## src/rtl/freq_scaling_pkg.sv

```systemverilog
// rtl/freq_scaling_pkg.sv - shared constants for the programmable frequency scaler
package freq_scaling_pkg;

    localparam logic MODE_TOGGLE = 1'b0;
    localparam logic MODE_PULSE  = 1'b1;

    localparam int DEF_CNT_W = 8;
    localparam int DEF_DIV   = 7;
    localparam int DEF_MODE  = 0;

endpackage

```

## src/rtl/freq_scaler_prog.sv

```systemverilog
// rtl/freq_scaler_prog.sv - runtime-programmable tick and divided-clock generator
module freq_scaler_prog
    import freq_scaling_pkg::*;
#(
    parameter int CNT_W        = DEF_CNT_W,
    parameter int DEFAULT_DIV  = DEF_DIV,
    parameter int DEFAULT_MODE = DEF_MODE
) (
    input  logic             clk_50M,
    input  logic             reset,
    input  logic             en,
    input  logic             div_wr,
    input  logic [CNT_W-1:0] div_in,
    input  logic             mode_wr,
    input  logic             mode_in,
    output logic             clk_out,
    output logic             tick,
    output logic [CNT_W-1:0] div_active,
    output logic             cfg_pending
);

    localparam logic [CNT_W-1:0] RST_DIV  = CNT_W'(DEFAULT_DIV);
    localparam logic             RST_MODE = (DEFAULT_MODE != 0);
    localparam logic [CNT_W-1:0] CNT_ONE  = CNT_W'(1);

    logic [CNT_W-1:0] cnt;
    logic [CNT_W-1:0] div_shadow;
    logic             mode_shadow;
    logic             mode_active;

    logic             terminal;
    logic             apply_now;
    logic             mode_change;
    logic [CNT_W-1:0] next_div;
    logic             next_mode;

    // Boundary detection and the configuration that would be applied this cycle.
    // A write in the applying cycle bypasses the shadow so it takes effect now.
    always_comb begin
        terminal    = 1'b0;
        apply_now   = 1'b0;
        mode_change = 1'b0;
        next_div    = div_shadow;
        next_mode   = mode_shadow;

        terminal  = en && (cnt == div_active);
        apply_now = !en || terminal;
        if (div_wr) begin
            next_div = div_in;
        end
        if (mode_wr) begin
            next_mode = mode_in;
        end
        mode_change = terminal && (next_mode != mode_active);
    end

    // Shadow capture and apply: active config only changes when the counter
    // restarts (boundary) or while stopped, so no runt period can appear.
    always_ff @(posedge clk_50M) begin
        if (reset) begin
            div_shadow  <= RST_DIV;
            mode_shadow <= RST_MODE;
            div_active  <= RST_DIV;
            mode_active <= RST_MODE;
            cfg_pending <= 1'b0;
        end else begin
            if (div_wr) begin
                div_shadow <= div_in;
            end
            if (mode_wr) begin
                mode_shadow <= mode_in;
            end
            if (apply_now) begin
                div_active  <= next_div;
                mode_active <= next_mode;
                cfg_pending <= 1'b0;
            end else if (div_wr || mode_wr) begin
                cfg_pending <= 1'b1;
            end
        end
    end

    // Period counter with registered tick and derived clock.
    // A mode change at the boundary restarts clk_out high in either mode.
    always_ff @(posedge clk_50M) begin
        if (reset) begin
            cnt     <= '0;
            tick    <= 1'b0;
            clk_out <= 1'b0;
        end else if (!en) begin
            cnt     <= '0;
            tick    <= 1'b0;
            clk_out <= 1'b0;
        end else if (terminal) begin
            cnt  <= '0;
            tick <= 1'b1;
            if (mode_change || (next_mode == MODE_PULSE)) begin
                clk_out <= 1'b1;
            end else begin
                clk_out <= ~clk_out;
            end
        end else begin
            cnt  <= cnt + CNT_ONE;
            tick <= 1'b0;
            if (mode_active == MODE_PULSE) begin
                clk_out <= 1'b0;
            end
        end
    end

endmodule
```

## config.mk

```make
export PLATFORM = sky130hd
export DESIGN_NAME = freq_scaler_prog
export DESIGN_NICKNAME = d
export VERILOG_FILES = /design/src/rtl/freq_scaling_pkg.sv /design/src/rtl/freq_scaler_prog.sv
export SDC_FILE = /design/constraint.sdc
export NUM_CORES = 1
export LEC_CHECK = 0
export ABC_AREA = 0
export ABC_CLOCK_PERIOD_IN_PS = 1910
export CORE_MARGIN = 2
export CORE_UTILIZATION = 48
export CTS_CLUSTER_DIAMETER = 40
export DETAILED_ROUTE_END_ITERATION = 6
export GPL_ROUTABILITY_DRIVEN = 0
export PLACE_DENSITY = 0.76
export SLEW_MARGIN = 20
export SYNTH_ARGS = -nofsm -noshare
export SYNTH_HDL_FRONTEND = slang
export SYNTH_SLANG_ARGS = --single-unit
```

## constraint.sdc

```tcl
create_clock -name clk_50M -period 1.91 [get_ports clk_50M]
set_clock_uncertainty 0.1 [all_clocks]
set_input_delay 0.191 -clock clk_50M [delete_from_list [all_inputs] [get_ports clk_50M]]
set_output_delay 0.191 -clock clk_50M [all_outputs]
set_load 0.02 [all_outputs]
```

* Word-level counts from Yosys, hierarchy flattened
Cells that the tools add are included.
Cells by class: add/sub/neg operators 1, equality and inequality tests 2, muxes and demuxes 6, bitwise gates (word level) 2, reduce and logical (&&, ||, !) cells 10
Operator list (number):
- $add A8 B1 Y8 const B | 1
- $eq A8 B8 Y1 | 1
- $mux W8 | 1
- $mux W1 | 5
- $reduce_or A2 Y1 | 2
- $logic_or A1 B1 Y1 | 3
- $reduce_or A3 Y1 | 1
- $logic_and A1 B1 Y1 | 2
- $not A1 Y1 | 2
- $reduce_bool A2 Y1 | 1
- $logic_not A1 Y1 | 1
- $ne A1 B1 Y1 | 1
Storage, ports and cells: flip-flop bits (word level) 29, bits of input ports 14, output and inout port bits 11, logic and storage cells 29

* Longest topological paths before layout
Gate-level depths: netlist of run 1.
depth in word-level cells 6, mapped depth 5, gate-level depth less buffers 5

* Worst setup path before layout of run 1
No wires, ideal clock.
kind register -> register, start point reg div_active[5], end point reg div_active[0], setup time 0.117 ns, arrival 1.385 ns, setup slack 0.307 ns, cell stages (with the launch flop) 5, cell sequence dfxtp_1 -> xor2_1 -> nor4_4 -> nand2_2 -> a32o_2
Between the ends: word-level cells in the longest chain between the ends 3
RTL lines:
- start: declaration | RTL line freq_scaler_prog.sv:18 | output logic [CNT_W-1:0] div_active,
- start signal: assignment | RTL line freq_scaler_prog.sv:74 | div_active <= next_div;
- $eq A8 B8 Y1 | RTL line freq_scaler_prog.sv:46 | terminal = en && (cnt == div_active);
- $logic_and A1 B1 Y1 | RTL line freq_scaler_prog.sv:46
- $logic_or A1 B1 Y1 | RTL line freq_scaler_prog.sv:47 | apply_now = !en || terminal;
Every way passes these cells. A chain may end at the register's enable or synchronous reset.

* Final worst setup path of run 1
start point reg cnt[0], end point reg div_active[2]
Between the ends: word-level cells in the longest chain between the ends 3
RTL lines:
- start: declaration | RTL line freq_scaler_prog.sv:26 | logic [CNT_W-1:0] cnt;
- start signal: assignment | RTL line freq_scaler_prog.sv:103 | cnt <= cnt + CNT_ONE;
- $eq A8 B8 Y1 | RTL line freq_scaler_prog.sv:46
- $logic_and A1 B1 Y1 | RTL line freq_scaler_prog.sv:46
- $logic_or A1 B1 Y1 | RTL line freq_scaler_prog.sv:47
Every way passes these cells.

==> impl_metrics.tcl, run 1 <==
set metrics [dict create \
    core_area_sq_um 2230 \
    yosysTopAreaCell "dfxtp_1" \
    worstPathCellList "xor2_1 -> nor4_4 -> a21o_1 -> a32o_2" \
    drt_wl_total_um 2100 \
    p_sw_share_pct 24.6 \
    required_ns 2.07 \
    die-height_um 52.7 \
    intPower_uw 910 \
    grt_max_degree 11 \
    setup-tns-final_ns 0 \
    mappedNetlistArea_sq_um 1140 \
    rsz0062_at_grt "false" \
    syn_inst 102 \
    synth_edf_count 0 \
    antenna_found_initial 0 \
    num_rows 17 \
    cp_max_fo 10 \
    status "completed" \
    synthTopCellsByCount "dfxtp_1 (29), nor2_1 (14), xor2_1 (11), mux2i_1 (6), o22a_1 (6)" \
    grt_pass1_wl_um 3450 \
    crit_type "reg -> reg" \
    clk_latency_ns 0.32 \
    die_area_sq_um 2780 \
    whs_ns 0.392 \
    asyncSetResetFlopFracSynth_pct 0 \
    ios 25 \
    crit_path_start_kind "register" \
    cts_buffer_depth 2 \
    cts_tree "done" \
    cts_made_buffers 5 \
    synthToLayoutAreaGrowth_pct 28.6 \
    cts_root_buffer "clkbuf_4" \
    htree_levels 2 \
    power_frac_seq_pct 54.7 \
    synth-seq-cells 29 \
    synth.most_common_cell "dfxtp_1" \
    synth_cell_types 28 \
    min_path_type "reg -> reg" \
    hold_depth 1 \
    dr.pass1.iters 4 \
    drive_gt1_share_pct 12.1 \
    finalWorstSetupSlack_ns 0.232 \
    detail-route-antenna-nets 0 \
    timing.final.crit_share_pct 87.8 \
    max_freq_mhz 596 \
    dpl.hpwl_um 1620 \
    grt_overflow 0 \
    total_power_mw 1.21 \
    crit_family "compound AO/OA/AOI/OAI gates" \
    place_ws_ns 0.222 \
    finalCriticalPeriod_ns 1.68 \
    r2r-start "cnt[0]" \
    synth-main-ff-cell "dfxtp_1" \
    via_per_inst 5.13 \
    vias 820 \
    synth_top_area_share_pct 51.0 \
    io_buffers 24 \
    ff2ff_path_depth 4 \
    cts_resized 0 \
    hold_end "cnt[0]" \
    arrival_ns 1.84 \
    r2r_setup_slack_ns 0.23 \
    final_hold_viol_count 0 \
    yosys_warnings 0 \
    clk_pin_slew_ns 0.08 \
    slowest_stage "nor4_4" \
    worst_pin_slew_ns 0.404 \
    ys_seq_area_share_pct 51.0 \
    die_width_um 52.7 \
    cts.sinks 29 \
    start_util_pct 51.0 \
    finalMaxSlewViolations 0 \
    synth_area_leaders "dfxtp_1 (51%), xor2_1 (8.5%), mux2i_1 (5.3%), nor2_1 (4.6%), o22a_1 (4.6%)" \
    vdd_drop_max_mv 0.574 \
    nets 147 \
    drtIter0Drc 12 \
    wire_per_inst_um 13.1 \
    hold_start "cnt[0]" \
    combPwrFrac_pct 15.5 \
    rr_endpoint "div_active[2]" \
    antenna_cells 0 \
    worst_setup_path_end_kind "register" \
    grt.total_usage_pct 18.2 \
    avgSynthCellArea_sq_um 11.2 \
    grt_pass1_vias 730 \
    slowest_delay_ns 0.45 \
    critPathBufInv 0 \
    p_leak_nw 0.609 \
    synth_fp_nets 117 \
    finalCoreUtilization_pct 65.5 \
    setup_viol 0 \
    p_per_area_nw_per_um2 825 \
    clockPowerShare_pct 29.8 \
    maxSlewHeadroom_pct 72.9 \
    drc 0 \
    net-switching-power_uw 297 \
    drv_cap 0 \
    ctsHoldBuffers 0 \
    postCtsSetupBuffers 0 \
]
## placed cells by master, fill, tap and decap left out, drive strengths merged
master         count
nor2b              4
xnor2              3
clkbuf             7
and3               1
a211o              3
a21o               1
ha                 1
nor3               1
mux2i              6
nor4               2
and2               2
a21oi              2
dfxtp             29
nand2b             1
buf                2
nand3              2
nor2              14
xor2              11
nand4              2
clkdlybuf4s50     24
nor3b              1
nand2              2
a32o               3
and4               1
a21bo              1
o22a               6
## cell families after synthesis
| kind of cell | count (synthesis) | synth area share, % |
|---|---|---|
| compound gates | 16 | 12.6 |
| flops | 29 | 51.0 |
| mux | 6 | 5.27 |
| fa+ha+maj | 1 | 1.10 |
| buf+inv | 3 | 1.76 |
| simple gates | 33 | 17.5 |
| xor+xnor | 14 | 10.8 |
## metal layers
metal,GRT usage (%),vias up,routed length (um)
met5,0,-,0
met4,7.69,0,26
met3,8.57,4,106
met2,26.5,20,992
met1,22.7,377,973
li1,-,419,-
## final cells by class
type | count | area, sq um
timing repair buffer | 26 | 255
tap | 28 | 35.0
multi-input combinational | 70 | 538
sequential | 29 | 581
clock buffer | 7 | 55.1
fill | 187 | 769
## how the worst max path moves through the flow
stage	startpoint	end	slack, ns	cells after the start
after floorplan	div_active[5]	div_active[0]	0.31	4
after global placement	en	div_active[1]	0.24	4
after detailed placement	cnt[0]	div_active[0]	0.22	4
after CTS	cnt[0]	div_active[2]	0.19	4
after global routing	cnt[0]	div_active[0]	0.11	4
final	cnt[0]	div_active[2]	0.23	4
## registers in the layout, summed over array words and instances (netlist names)
name         count
cfg_pending      1
cnt              8
mode_shadow      1
div_active       8
div_shadow       8
tick             1
clk_out          1
mode_active      1
## through the flow
step                      std cells  instance area, sq um
after global routing            160                  1460
after global placement          153                  1410
final                           160                  1460
after floorplan                 102                  1140
after detailed placement        153                  1410
after CTS                       160                  1460
## power by group through the flow
stage	clock network (mW)	registers [mW]	logic (mW)
2_1_floorplan	0	0.692	0.0891
3_3_place_gp	0	0.675	0.185
3_5_place_dp	0	0.676	0.188
4_1_cts	0.378	0.661	0.188
5_1_grt	0.407	0.665	0.200
6_report	0.360	0.661	0.187
Power figures use the tool's default switching activity.
==> run 2, diff against run 1 <==
Settings changed: REMOVE_ABC_BUFFERS set to 1.
==> impl_metrics.tcl, run 2 (synthesis results as in run 1) <==
set metrics [dict create \
    grt_pass1_wl_um 3600 \
    ctsHoldBuffers 0 \
    arrival_ns 1.88 \
    setup_viol 0 \
    clk_latency_ns 0.33 \
    drive_gt1_share_pct 13.5 \
    dp_cells 153 \
    status "completed" \
    cts_made_buffers 5 \
    max_freq_mhz 584 \
    antenna_found_initial 0 \
    finalCriticalPeriod_ns 1.71 \
    detail-route-antenna-nets 0 \
    timing.final.crit_share_pct 89.6 \
    worst_setup_path_end_kind "register" \
    start_util_pct 51.0 \
    final_hold_viol_count 0 \
    core_area_sq_um 2230 \
    cts_resized 0 \
    drc 0 \
    setup.worst_path.start "cnt[5]" \
    cp_max_fo 10 \
    grt.total_usage_pct 19.3 \
    maxSlewHeadroom_pct 72.5 \
    vdd_drop_max_mv 0.641 \
    cts_tree "done" \
    grt_max_degree 11 \
    drt_wl_total_um 2190 \
    via_per_inst 5.15 \
    dr.pass1.iters 3 \
    r2r_setup_slack_ns 0.20 \
    postLayoutCellArea_sq_um 1480 \
    min_path_type "in -> reg" \
    grt_overflow 0 \
    die-height_um 52.7 \
    antenna_cells 0 \
    clk_pin_slew_ns 0.09 \
    cts_buffer_depth 2 \
    fillers 196 \
    setup-tns-final_ns 0 \
    die_width_um 52.7 \
    dpl.hpwl_um 1680 \
    vias 829 \
    r2r-start "cnt[5]" \
    finalMaxSlewViolations 0 \
    rsz0062_at_grt "false" \
    worst_pin_slew_ns 0.411 \
    drv_cap 0 \
    htree_levels 2 \
    nets 147 \
    placement.cell_area_sq_um 1410 \
    crit_path_start_kind "register" \
    ff2ff_path_depth 4 \
    num_rows 17 \
    top_regs "cnt (8), div_active (8), div_shadow (8)" \
    ios 25 \
    required_ns 2.08 \
    p_leak_nw 0.619 \
    wire_per_inst_um 13.6 \
    crit_type "reg -> reg" \
    cts_root_buffer "clkbuf_4" \
    io_buffers 24 \
    grt_pass1_vias 817 \
    rr_endpoint "div_active[2]" \
    die_area_sq_um 2780 \
    fin_cells 161 \
    cts.sinks 29 \
    p_per_area_nw_per_um2 853 \
    worstPathCellList "xor2_1 -> nor4_4 -> a21o_1 -> a32o_2" \
    synthToLayoutAreaGrowth_pct 29.9 \
    final_cell_mix "dfxtp_1 (29), clkdlybuf4s50_1 (24), nor2_1 (14)" \
    drtIter0Drc 5 \
    slowest_delay_ns 0.45 \
    cp-endpoint "div_active[2]" \
    final_common_cell "dfxtp_1" \
    postCtsSetupBuffers 0 \
    slowest_stage "nor4_4" \
]
==> run 2: cell count changes in the layout (fill, tap and decap cells not counted) <==
cell      before  now
clkbuf_1       1    0
clkinv_2       0    1
clkbuf_8       1    2
==> run 2: power breakdown <==
| group | total (mW) | internal (mW) | switching (mW) |
|---|---|---|---|
| sequential | 0.661 | 0.638 | 0.0225 |
| clock | 0.413 | 0.213 | 0.200 |
| combinational | 0.188 | 0.0991 | 0.0890 |
==> run 2: critical path, delay by kind of cell, from the launching register on <==
kind	cells	cell delay (ns)
AOI/OAI and AO/OA	2	0.58
xor gates and xnor gates	1	0.17
DFF	1	0.36
and+or+nand+nor	1	0.45
==> run 2: cell type report <==
cell class | count | area (sq um) | share of cell area (%)
Tap cell | 28 | 35.0 | 2.37
Clock inverter | 1 | 5.00 | 0.338
Sequential cell | 29 | 581 | 39.3
Timing Repair Buffer | 26 | 255 | 17.3
Multi-Input combinational cell | 70 | 538 | 36.4
Clock buffer | 7 | 65.1 | 4.40
==> run 2: worst min path at each step <==
stage	to	slack [ns]	startpoint	cells past startpoint
finish	div_shadow[1]	0.39	div_in[1]	2
detailed placement	cfg_pending	0.37	cfg_pending	2
floorplan	div_shadow[3]	0.18	reset	1
CTS	div_shadow[2]	0.37	div_in[2]	2
global placement	mode_active	0.36	mode_active	1
global route	div_shadow[2]	0.39	div_in[2]	2
==> run 2: through the flow <==
stage	power (mW)	utilization (%)	worst slack, ns	hold slack (ns)
finish	1.26	66.2	0.198	0.388
global route	1.32	66.2	0.0699	0.390
CTS	1.28	66.2	0.187	0.374
detailed placement	0.864	63.1	0.139	0.367
global placement	0.859	63.1	0.192	0.365
floorplan	0.773	-	0.299	0.175
==> run 2: per-layer routing <==
metal  routed length, um  vias up  track usage, %  part of all wire (%)
met2                1000       22            29.2                    46
li1                    -      425               -                     -
met3                 156        6            10.0                   7.1
met4                  43        0            11.5                   2.0
met5                   0        -               0                     0
met1                 983      376            21.4                    45
==> run 3, diff against run 2 <==
Settings changed: PLACE_DENSITY 0.76 to 0.72.
==> impl_metrics.tcl, run 3 (synthesis results as in run 1) <==
set metrics [dict create \
    final_common_cell "dfxtp_1" \
    rsz0062_at_grt "false" \
    dpl.hpwl_um 1650 \
    final_cell_mix "dfxtp_1 (29), clkdlybuf4s50_1 (24), nor2_1 (14)" \
    cts_resized 0 \
    drv_cap 0 \
    top_regs "cnt (8), div_active (8), div_shadow (8)" \
    antenna_found_initial 0 \
    die_width_um 52.7 \
    fin_cells 160 \
    die-height_um 52.7 \
    p_leak_nw 0.609 \
    setup_viol 0 \
    synthToLayoutAreaGrowth_pct 28.6 \
    worst_pin_slew_ns 0.501 \
    status "completed" \
    clk_pin_slew_ns 0.08 \
    htree_levels 2 \
    io_buffers 24 \
    arrival_ns 1.92 \
    finalMaxSlewViolations 0 \
    num_rows 17 \
    top_usage_layer "met2" \
    p_per_area_nw_per_um2 829 \
    cts_made_buffers 5 \
    grt.total_usage_pct 19.2 \
    start_util_pct 51.0 \
    drc 0 \
    timing.final.crit_share_pct 91.9 \
    total_power_mw 1.21 \
    grt_use_met3_pct 9.14 \
    cts_root_buffer "clkbuf_4" \
    nets 147 \
    ios 25 \
    r2r_setup_slack_ns 0.15 \
    crit_path_start_kind "register" \
    antenna_cells 0 \
    dr.pass1.iters 4 \
    met2_usage_pct 30.4 \
    cts.sinks 29 \
    hold_start "cnt[0]" \
    rr_endpoint "div_active[0]" \
    setup-tns-final_ns 0 \
    fillers 180 \
    ctsHoldBuffers 0 \
    maxSlewHeadroom_pct 66.5 \
    worst_setup_path_end_kind "register" \
    finalCoreUtilization_pct 65.5 \
    r2r-start "cnt[5]" \
    drt_wl_total_um 2180 \
    hold_depth 1 \
    grt_max_degree 13 \
    dp_cells 153 \
    cts_tree "done" \
    crit_type "reg -> reg" \
    via_per_inst 5.25 \
    grt_overflow 0 \
    finalCriticalPeriod_ns 1.76 \
    grt_pass1_wl_um 3630 \
    min_path_type "reg -> reg" \
    die_area_sq_um 2780 \
    core_area_sq_um 2230 \
    postLayoutCellArea_sq_um 1460 \
    wire_per_inst_um 13.6 \
    vias 840 \
    grt_pass1_vias 825 \
    postCtsSetupBuffers 0 \
    cp_max_fo 10 \
    ff2ff_path_depth 4 \
    grtUsageMet1_pct 22.1 \
    drtIter0Drc 7 \
    final_hold_viol_count 0 \
    vdd_drop_max_mv 0.537 \
    max_freq_mhz 570 \
    placement.cell_area_sq_um 1410 \
    drive_gt1_share_pct 12.1 \
    clk_latency_ns 0.32 \
    required_ns 2.08 \
    cts_buffer_depth 2 \
    detail-route-antenna-nets 0 \
    hold_end "cnt[0]" \
]
[run 3: changes by cell type in the layout (fill, tap and decap cells not counted), sizes merged]
cell    delta
clkinv     -1
[run 3: worst max-delay path by stage]
stage / start / endpoint / slack (ns) / cells after the start
final: cnt[5] / div_active[0] / 0.15 / 4
after global routing: cnt[5] / div_active[0] / 0.07 / 4
after CTS: cnt[5] / div_active[0] / 0.16 / 4
after detailed placement: div_wr / div_active[0] / 0.10 / 4
after global placement: div_wr / div_active[0] / 0.14 / 4
after floorplan: div_active[5] / div_active[0] / 0.30 / 4
[run 3: cell type report]
type / instances / area, sq um / share of cell area, %
multi-input combinational: 70 / 538 / 36.8
timing repair buffer: 26 / 255 / 17.4
sequential: 29 / 581 / 39.7
clock buffer: 7 / 55.1 / 3.76
tap: 28 / 35.0 / 2.39
[run 3: power by group]
group	switching (mW)	internal, mW
clock network	0.191	0.173
logic	0.0874	0.0989
registers	0.0243	0.638
total	0.303	0.910
[run 3: per-stage QoR]
step | setup WS, ns | hold WS [ns]
floorplan | 0.299 | 0.175
global placement | 0.143 | 0.370
finish | 0.154 | 0.392
global route | 0.0718 | 0.397
detailed placement | 0.103 | 0.376
CTS | 0.158 | 0.389
[run 3: worst max-delay path: stages, from the launching register on]
cell and delay (ns):
dfxtp_1 0.42, xor2_1 0.13, nor4_4 0.46, a21o_1 0.41, a32o_2 0.18
[run 3: routing by layer]
| layer | vias up | share of wire, % |
|---|---|---|
| li1 | 417 | - |
| met1 | 402 | 46 |
| met2 | 16 | 46 |
| met3 | 5 | 6.2 |
| met4 | 0 | 1.6 |
| met5 | - | 0 |
